--- src/rtl/fetch_unit.sv ---
// Instruction fetch stage: one outstanding request, holds the fetched word for decode, squashes stale responses on redirect.
// Optional feature macro: FETCH_MISALIGN_CHK_EN (aligns redirect targets and flags misaligned ones on fetch_misalign).
module fetch_unit #(
    parameter logic [31:0] RESET_PC  = 32'h00000000,
    parameter logic [31:0] NOP_INSTR = 32'h00000013
) (
    input  logic        clk,
    input  logic        rst,
    input  logic        stallf,
    input  logic        redirect,
    input  logic [31:0] pc_target,
    output logic        imem_req,
    output logic [31:0] imem_addr,
    input  logic        imem_ready,
    input  logic [31:0] imem_rdata,
    output logic [31:0] instrf,
    output logic [31:0] pcf,
    output logic [31:0] pc_4f,
    output logic        fetch_wait
`ifdef FETCH_MISALIGN_CHK_EN
    ,
    output logic        fetch_misalign
`endif
);

    typedef enum logic [1:0] {
        S_IDLE = 2'd0,
        S_REQ  = 2'd1,
        S_HAVE = 2'd2,
        S_DROP = 2'd3
    } state_t;

    state_t      state_r;
    state_t      state_next_s;
    logic [31:0] pc_r;
    logic [31:0] pc_next_s;
    logic [31:0] addr_r;
    logic [31:0] instr_r;
    logic [31:0] target_s;
    logic        load_addr_s;
    logic        capture_s;

    // Redirect target conditioning
`ifdef FETCH_MISALIGN_CHK_EN
    logic misalign_s;
    logic misalign_r;

    always_comb begin
        target_s   = {pc_target[31:2], 2'b00};
        misalign_s = redirect && (pc_target[1:0] != 2'b00);
    end
`else
    always_comb begin
        target_s = pc_target;
    end
`endif

    // Next-state and capture decision
    always_comb begin
        state_next_s = state_r;
        capture_s    = 1'b0;
        case (state_r)
            S_IDLE: state_next_s = S_REQ;
            S_REQ: begin
                if (redirect) begin
                    // a response arriving with the redirect is simply dropped; otherwise one is still owed
                    if (imem_ready) begin
                        state_next_s = S_REQ;
                    end else begin
                        state_next_s = S_DROP;
                    end
                end else if (imem_ready) begin
                    state_next_s = S_HAVE;
                    capture_s    = 1'b1;
                end else begin
                    state_next_s = S_REQ;
                end
            end
            S_HAVE: begin
                if (redirect) begin
                    state_next_s = S_REQ;
                end else if (stallf) begin
                    state_next_s = S_HAVE;
                end else begin
                    state_next_s = S_REQ;
                end
            end
            S_DROP: begin
                if (imem_ready) begin
                    state_next_s = S_REQ;
                end else begin
                    state_next_s = S_DROP;
                end
            end
            default: state_next_s = S_IDLE;
        endcase
    end

    // Program counter update and request-address load strobe
    always_comb begin
        pc_next_s = pc_r;
        if (redirect) begin
            pc_next_s = target_s;
        end else if ((state_r == S_HAVE) && !stallf) begin
            pc_next_s = pc_r + 32'd4;
        end else begin
            pc_next_s = pc_r;
        end
        // address is only reloaded when a fresh request starts, never while one is waiting
        load_addr_s = (state_next_s == S_REQ) && !((state_r == S_REQ) && !imem_ready);
    end

    // State, pc, address and instruction registers
    always_ff @(posedge clk) begin
        if (rst) begin
            state_r <= S_IDLE;
            pc_r    <= RESET_PC;
            addr_r  <= RESET_PC;
            instr_r <= NOP_INSTR;
        end else begin
            state_r <= state_next_s;
            pc_r    <= pc_next_s;
            if (load_addr_s) begin
                addr_r <= pc_next_s;
            end
            if (capture_s) begin
                instr_r <= imem_rdata;
            end
        end
    end

`ifdef FETCH_MISALIGN_CHK_EN
    // One-cycle misalignment flag following each misaligned redirect
    always_ff @(posedge clk) begin
        if (rst) begin
            misalign_r <= 1'b0;
        end else begin
            misalign_r <= misalign_s;
        end
    end

    // Misalignment flag output
    always_comb begin
        fetch_misalign = misalign_r;
    end
`endif

    // Pipeline-facing outputs decoded from registered state
    always_comb begin
        imem_req   = (state_r == S_REQ);
        imem_addr  = addr_r;
        pcf        = pc_r;
        pc_4f      = pc_r + 32'd4;
        fetch_wait = (state_r != S_HAVE);
        if (state_r == S_HAVE) begin
            instrf = instr_r;
        end else begin
            instrf = NOP_INSTR;
        end
    end

endmodule

--- config.mk ---
export PLATFORM = sky130hd
export DESIGN_NAME = fetch_unit
export DESIGN_NICKNAME = d
export VERILOG_FILES = /design/src/rtl/fetch_unit.sv
export SDC_FILE = /design/constraint.sdc
export NUM_CORES = 1
export LEC_CHECK = 0
export ABC_AREA = 1
export CAP_MARGIN = 20
export CORE_ASPECT_RATIO = 1.25
export CORE_UTILIZATION = 35
export CTS_CLUSTER_SIZE = 30
export DETAILED_ROUTE_END_ITERATION = 10
export MAX_ROUTING_LAYER = met4
export PLACE_DENSITY = 0.65
export SYNTH_ARGS = -nofsm -noshare
export SYNTH_HDL_FRONTEND = slang
export SYNTH_SLANG_ARGS = --single-unit
--- constraint.sdc ---
create_clock -name clk -period 2.1 [get_ports clk]
set_input_delay 0.42 -clock clk [delete_from_list [all_inputs] [get_ports clk]]
set_output_delay 0.42 -clock clk [all_outputs]
set_load 0.005 [all_outputs]
**After elaboration in Yosys (flattened, before gate mapping)**

Index checks and enable logic that the tools add are counted.

- Register bits after elaboration: 98
- Output and inout port bits: 130
- Logic and storage cells: 29

- $add $sub $neg: 1
- Equal/unequal tests: 5
- Mux-type cells: 12
- Reductions and logical operators: 7

Operators with widths:

| operator | count |
|---|---|
| 2-to-1 mux 32 bit | 3 |
| adder 32 x 3 -> 32 bit (second input constant) | 1 |
| 2-to-1 mux 2 bit | 5 |
| one-hot mux 2 bit (4 select lines) | 1 |
| == test 2 x 1 -> 1 bit (second input constant) | 2 |
| == test 2 bit (second input constant) | 2 |
| logical AND 1 bit | 3 |
| logical NOT 1 bit | 3 |
| 2-to-1 mux 1 bit | 3 |
| logical NOT 2 bit | 1 |
| != test 2 bit (second input constant) | 1 |

**Depth between registers and ports, before layout**

- Depth in word-level cells: 5
- Depth in mapped cells: 13

**Worst setup path before layout**

Ideal clock, no wire load.

- Path kind: input -> register
- Start point: input port redirect
- End point: register addr_r[27], in the netlist imem_addr[27]
- Setup time: 0.109 ns
- Arrival time: 1.764 ns
- Setup slack: 0.227 ns
- Stages on the path: 12
- Path buffers: 3
- Path through: inv_2 > clkbuf_1 > ha_1 > nor2_1 > nor2_1 > and2_1 > buf_6 > buf_6 > nor2_1 > nor2_1 > nand2_1 > inv_1

- Longest elaborated chain between the ends: 4
- Elaborated cells on any way between the ends: 6
- Those cells by class: 1 x eq/ne; 4 x mux; 1 x reduce/logical

Ends and longest elaborated chain:

| what | RTL line | text |
|---|---|---|
| start: declaration | 10 | `input logic redirect,` |
| 2-to-1 mux 2 bit, on equally long branches | 80, 65 |  |
| one-hot mux 2 bit (4 select lines) | 62 | `case (state_r)` |
| == test 2 x 1 -> 1 bit | 110 | `load_addr_s = (state_next_s == S_REQ) && !((state_r == S_REQ) && !imem_ready);` |
| logical AND 1 bit | 110 |  |
| end signal: assignment | 124 | `addr_r <= pc_next_s;` |
| end: declaration | 37 | `logic [31:0] addr_r;` |

Parallel ways exist; a longest one is shown, timed or not.
A chain may end at the register's enable or synchronous reset.

**Final worst setup path**

- Start point: register pc_r[2], in the netlist pcf[2]
- End point: output port pc_4f[14]

- Longest elaborated chain between the ends: 1

Ends and longest elaborated chain:

| what | RTL line | text |
|---|---|---|
| start: declaration | 35 | `logic [31:0] pc_r;` |
| start signal: assignment | 122 | `pc_r <= pc_next_s;` |
| adder 32 x 3 -> 32 bit | 153 | `pc_4f = pc_r + 32'd4;` |
| end: declaration | 18 | `output logic [31:0] pc_4f,` |

No other way between the ends.

==> impl_metrics.ini <==
[finish]
diodes = 0
area_growth_syn_to_layout_pct = 86.2
layout.nets = 1158
design_area_mm2 = 0.00921
layout_common_cells = 136 x clkdlybuf4s50_1, 120 x nand2_1, 108 x buf_4
seq_area_mm2 = 0.00199
fill_cells = 1154
multiInputGateArea_mm2 = 0.00308
final_common_cell = clkdlybuf4s50_1
drive_above_1_share_pct = 33.0

[power]
total_power_w = 0.00530
seqPwrFrac_pct = 40.1
power.net_switching_w = 0.00146
power_frac_clock_pct = 34.0
power_density_mw_per_mm2 = 575
ir_drop_v = 0.000409
cellLeakagePower_nw = 4.10
power.internal_w = 0.00384
swShare_pct = 27.5
power_frac_comb_pct = 25.9

[timing]
relSlewSlack_pct = 60.9
min_period_over_period_pct = 110
worst_pin_slew_ns = 0.587
setup_viol = 26
max_freq_mhz = 431
grt_setup_unrepaired = yes
min_period_ns = 2.32
worst_hold_slack_ns = 0.450
hold_viol_final = 0
fin_skew_ns = 0.00938
report.final.slew_viol_count = 0
layout_setup_ws_ns = -0.219

[clocking]
path_clk_slew_ns = 0.07
clock-root-buffer = clkbuf_16
clockBufferDepth = 2
htreeDepth = 3
hold_buffers = 0
clock_latency_ns = 0.36
cts_buffers = 9
tritoncts = built
cts.sinks = 98

[global_route]
grt_pass1_wl_um = 30300
grt_antenna_before_repair = 0
grt_overflow = 0
grt_pass1_vias = 6021
track_usage_pct = 28.0
grt_max_degree = 63

[critical_path]
critPathArrivalTime_ns = 1.90
crit_fanout = 4
crit_chain = ha_4 > nand2_4 > nor2_4 > nand2_4 > buf_6 > nor2_4 > buf_6 > nand2_4 > and2_4 > buf_6
critPathTopFamily = simple AND/OR/NAND/NOR gates
cp-start-kind = register
critPathMaxStageDelay_ns = 0.37
path_buf_inv = 3
critPathKind = reg2out
cp-end-kind = output port
required_ns = 1.68
crit_slowest_cell = dfxtp_4

[route]
routed_wl_um = 21000
final_antenna_net_count = 0
num_vias = 6396
via_per_inst = 5.05
wl_per_cell_um = 16.6
drtPass1Iterations = 6
drt_iter0_drc = 452
drc = 0

[status]
outcome = complete, but fails checks
failed_checks = negative setup slack

[synthesis]
ys_seq_area_share_pct = 39.7
yosysUniqueCellTypes = 28
synth.ff_latch_count = 98
synth_area_mm2 = 0.00495
syn_nets = 830
synth_area_per_cell_um2 = 6.53
netlist_instances = 758
yosys_warnings = 0

[floorplan]
core_mm2 = 0.0138
fp-row-count = 48
dieHeight_um = 135
fp.dieW_um = 108
boundaryPins = 199
fp.dieArea_mm2 = 0.0146
start_util_pct = 35.8

[placed_design]
portBuffers = 198
pre_cts_slack_ns = -0.160
place_congestion = 0.943
dpl_cell_area_mm2 = 0.00752
dp_hpwl_um = 13100

[hold_path]
hold_class = reg2reg

[run]
maxCapViolCount = 0
## routing by layer
| metal | vias to the layer above | wire length [um] | GRT usage, % |
|---|---|---|---|
| met5 | - | 0 | - |
| met1 | 2915 | 8240 | 31.6 |
| met3 | 75 | 1560 | 5.16 |
| met4 | 0 | 1010 | 14.9 |
| met2 | 357 | 10200 | 46.7 |
| li1 | 3049 | - | - |
## layout make-up
class | instances | share of cell area (%)
multi-input cells | 536 | 33.5
flip-flops and latches | 98 | 21.6
repair buffers | 356 | 35.6
inverters | 85 | 3.49
clock inverters | 6 | 0.870
clock buffers | 10 | 2.60
well taps | 175 | 2.38
## what timing repair did
| action | 4_1_cts | 5_1_grt |
|---|---|---|
| setup buffers | 86 | 24 |
| pin swaps | 44 | 45 |
| cloned | 1 | 0 |
| resized for setup | 267 | 103 |
| endpoints found under the setup margin | 59 | 52 |
## worst reg2reg max path, cell delays in order (launching register included)
cell and delay, ns:
dfxtp_4 0.37, buf_4 0.10, nand2_2 0.05, nor2_4 0.12, buf_6 0.12, nand2_4 0.05
buf_6 0.13, o21ai_2 0.12, nand2_2 0.09, buf_4 0.14, buf_4 0.13, buf_4 0.12
buf_4 0.12, buf_4 0.12, nand2_1 0.04, nand2_1 0.05, nand2_2 0.08, nor2_1 0.04
## registers in the layout, indices dropped and copies added, names as in the netlist
| signal | flops |
|---|---|
| imem_addr | 32 |
| instr_r | 32 |
| pcf | 32 |
| state_r | 2 |
## power groups by stage
stage | combinational (W) | sequential (W) | clock [W]
6_report | 0.00137 | 0.00212 | 0.00180
2_1_floorplan | 0.000487 | 0.00216 | 0
3_3_place_gp | 0.00117 | 0.00215 | 0
4_1_cts | 0.00131 | 0.00212 | 0.00183
5_1_grt | 0.00149 | 0.00214 | 0.00193
3_5_place_dp | 0.00118 | 0.00216 | 0
## Yosys cell counts
library cell,count,area share [%]
inv_1,82,6.2
nand2_4,1,0.23
nand3_1,52,5.3
or2_2,6,0.76
and2_1,6,0.76
nor2_1,120,9.1
nand3b_1,2,0.30
a21oi_1,87,8.8
clkinv_1,1,0.076
clkbuf_1,24,1.8
nand2_1,169,13
o21ai_0,58,5.9
buf_2,7,0.71
nor2_4,3,0.68
xnor2_1,2,0.35
dfxtp_1,98,40
mux2i_1,2,0.40
a211oi_2,2,0.51
inv_2,2,0.15
ha_1,3,0.76
nand4_1,1,0.13
xor2_1,5,0.89
o21ai_1,5,0.51
buf_4,3,0.46
buf_6,5,1.1
nand2_2,3,0.38
o21bai_1,4,0.61
nor2_2,5,0.63
## through the flow
step                      cells  setup TNS, ns  utilization [%]
after floorplan             758              0                -
after global placement     1163          -1.69             54.4
after detailed placement   1163          -3.51             54.4
after CTS                  1266          -1.35             64.2
after global routing       1266          -4.11             66.7
final                      1266          -2.36             66.7
## worst paths after layout
kind,slack (ns),end,from,cells past startpoint
max,-0.22,pc_4f[14],pcf[2]$_SDFF_PP0_,10
min reg2reg,0.45,instr_r[18]$_SDFFE_PP0P_,instr_r[18]$_SDFFE_PP0P_,2
max reg2reg,-0.05,pcf[15]$_SDFF_PP0_,pcf[3]$_SDFF_PP0_,17
min,0.45,instr_r[18]$_SDFFE_PP0P_,instr_r[18]$_SDFFE_PP0P_,2
## logic make-up (layout without fill, tap and decap cells)
group | after synthesis | after routing | synth area share [%]
simple gates | 368 | 368 | 31.1
compound gates | 156 | 156 | 16.3
buf+inv | 124 | 457 | 10.6
flops | 98 | 98 | 39.7
xor+xnor | 7 | 7 | 1.24
fa+ha+maj | 3 | 3 | 0.759
mux | 2 | 2 | 0.405
No activity file was read; power rests on OpenSTA's default activity.
==> RTL change, RTL diff (config.mk and constraints unchanged) <==
The 4 states of `state_t` get a Gray code encoding in 2 bits.
--- a/src/rtl/fetch_unit.sv
+++ b/src/rtl/fetch_unit.sv
@@ -24,10 +24,10 @@
 );
 
     typedef enum logic [1:0] {
-        S_IDLE = 2'd0,
-        S_REQ  = 2'd1,
-        S_HAVE = 2'd2,
-        S_DROP = 2'd3
+        S_IDLE = 2'b00,
+        S_REQ  = 2'b01,
+        S_HAVE = 2'b11,
+        S_DROP = 2'b10
     } state_t;
 
     state_t      state_r;
Function: no difference found for any inputs over 4 cycles, from zero or initial values and one cycle with rst high; so few cycles prove little.
==> RTL change against the unedited design <==
The run still ends with setup timing left; wire length up 2.9%; sequential cell count unchanged; design area up 2.1%; total power increased by 0.85%; synthesized cell count grew 0.40%; clock power about the same; synthesized area fell by 1.3%; worst setup slack got worse by 84 ps; sequential share of layout area shrank 0.32 points; non-clock buffer count up 9.
==> RTL change: results (changes against the unedited design) <==
outcome=complete, but fails checks (unchanged); failing checks=setup timing (unchanged); final net count=1169 (was 1158); sequential area share after synthesis=0.402 (was 0.397); Reg-to-Reg Start=pcf[24] (was pcf[3]); Detailed Place HPWL=12.1 mm (was 13.1 mm); met3 Usage GRT=0.0646 (was 0.0516); ranking of synthesized cells by area=dfxtp_1, nand2_1, nor2_1 (unchanged); layout cells sized above 1=0.341 (was 0.330); syn avg cell area=6.42 um^2 (was 6.53 um^2); routed wire length=21.6 mm (was 21.0 mm); clock skew=10.7 ps (was 9.38 ps); vias=6615 (was 6396); first-pass GRT wire length=28.9 mm (was 30.3 mm); Slew headroom=0.625 (was 0.609); setup ws final=-304 ps (was -219 ps); placed cell areas=7550 um^2 (was 7520 um^2); leading cell types by count after synthesis=nand2_1, nor2_1, dfxtp_1 (unchanged); Distinct cells, synth=25 (was 28); drt pass-1 iters=5 (was 6); Comb power frac=0.261 (was 0.259); largest net degree at the start of global routing=51 (was 63); Peak VDD IR=0.383 mV (was 0.409 mV); worst setup path startpoint=pcf[14] (was pcf[2]); Finish-stage setup viols=35 (was 26); clock power share=0.338 (was 0.340); Leakage=4.01 nW (was 4.10 nW); post-synth net total=833 (was 830); GRT Total Usage=0.263 (was 0.280); Arr. time, crit path=1980 ps (was 1900 ps); vias in the first global route=6101 (was 6021); Iteration-0 DRC Markers=444 (was 452)
[RTL change: layout make-up]
class	count	area, um^2
fillers	1030	4000
repair buffers	365	3390
multi-input cells	541	3160
flip-flops and latches	98	2000
inverters	82	310
clock buffers	11	243
well taps	171	214
clock inverters	5	85.1
[RTL change: metal layers]
layer  up-vias  wire length (um)
met1      3054              8120
li1       3077                 -
met2       386             10700
met3        98              1680
met4         0              1160
met5         -                 0
[RTL change: final timing paths]
path | end | slack (ps) | cells past startpoint
hold reg to reg | instr_r[31] | 450 | 2
setup / recovery | pc_4f[18] | -300 | 8
setup reg to reg | imem_addr[25] | -270 | 18
hold / removal | instr_r[31] | 450 | 2
[RTL change: kinds of logic (layout without fill, tap and decap cells)]
logic type | count (synthesis) | in the layout | synth area share
compound gates | 157 | 157 | 0.164
xor+xnor | 7 | 7 | 0.0126
fa+ha+maj | 3 | 3 | 0.00769
buf+inv | 122 | 463 | 0.0992
flops | 98 | 98 | 0.402
mux | 2 | 2 | 0.00410
simple gates | 372 | 372 | 0.311
[RTL change: critical path, delay by kind of cell (launching register included)]
kind | cells | cell delay, ps
AOI/OAI and AO/OA | 1 | 200
buffers and inverters | 3 | 370
DFF | 1 | 350
and+or+nand+nor | 4 | 710
[RTL change: what timing repair did]
item	CTS	global route
setup buffers	93	18
resized for setup	203	174
setup endpoints to repair	61	76
cloned	0	0
pin swaps	45	46
[RTL change: metrics by stage]
step | worst slack, ps | hold WS [ps]
after floorplan | 24.8 | 430
after global placement | -199 | 441
after detailed placement | -215 | 445
after CTS | -184 | 455
after global routing | -365 | 471
final | -304 | 451
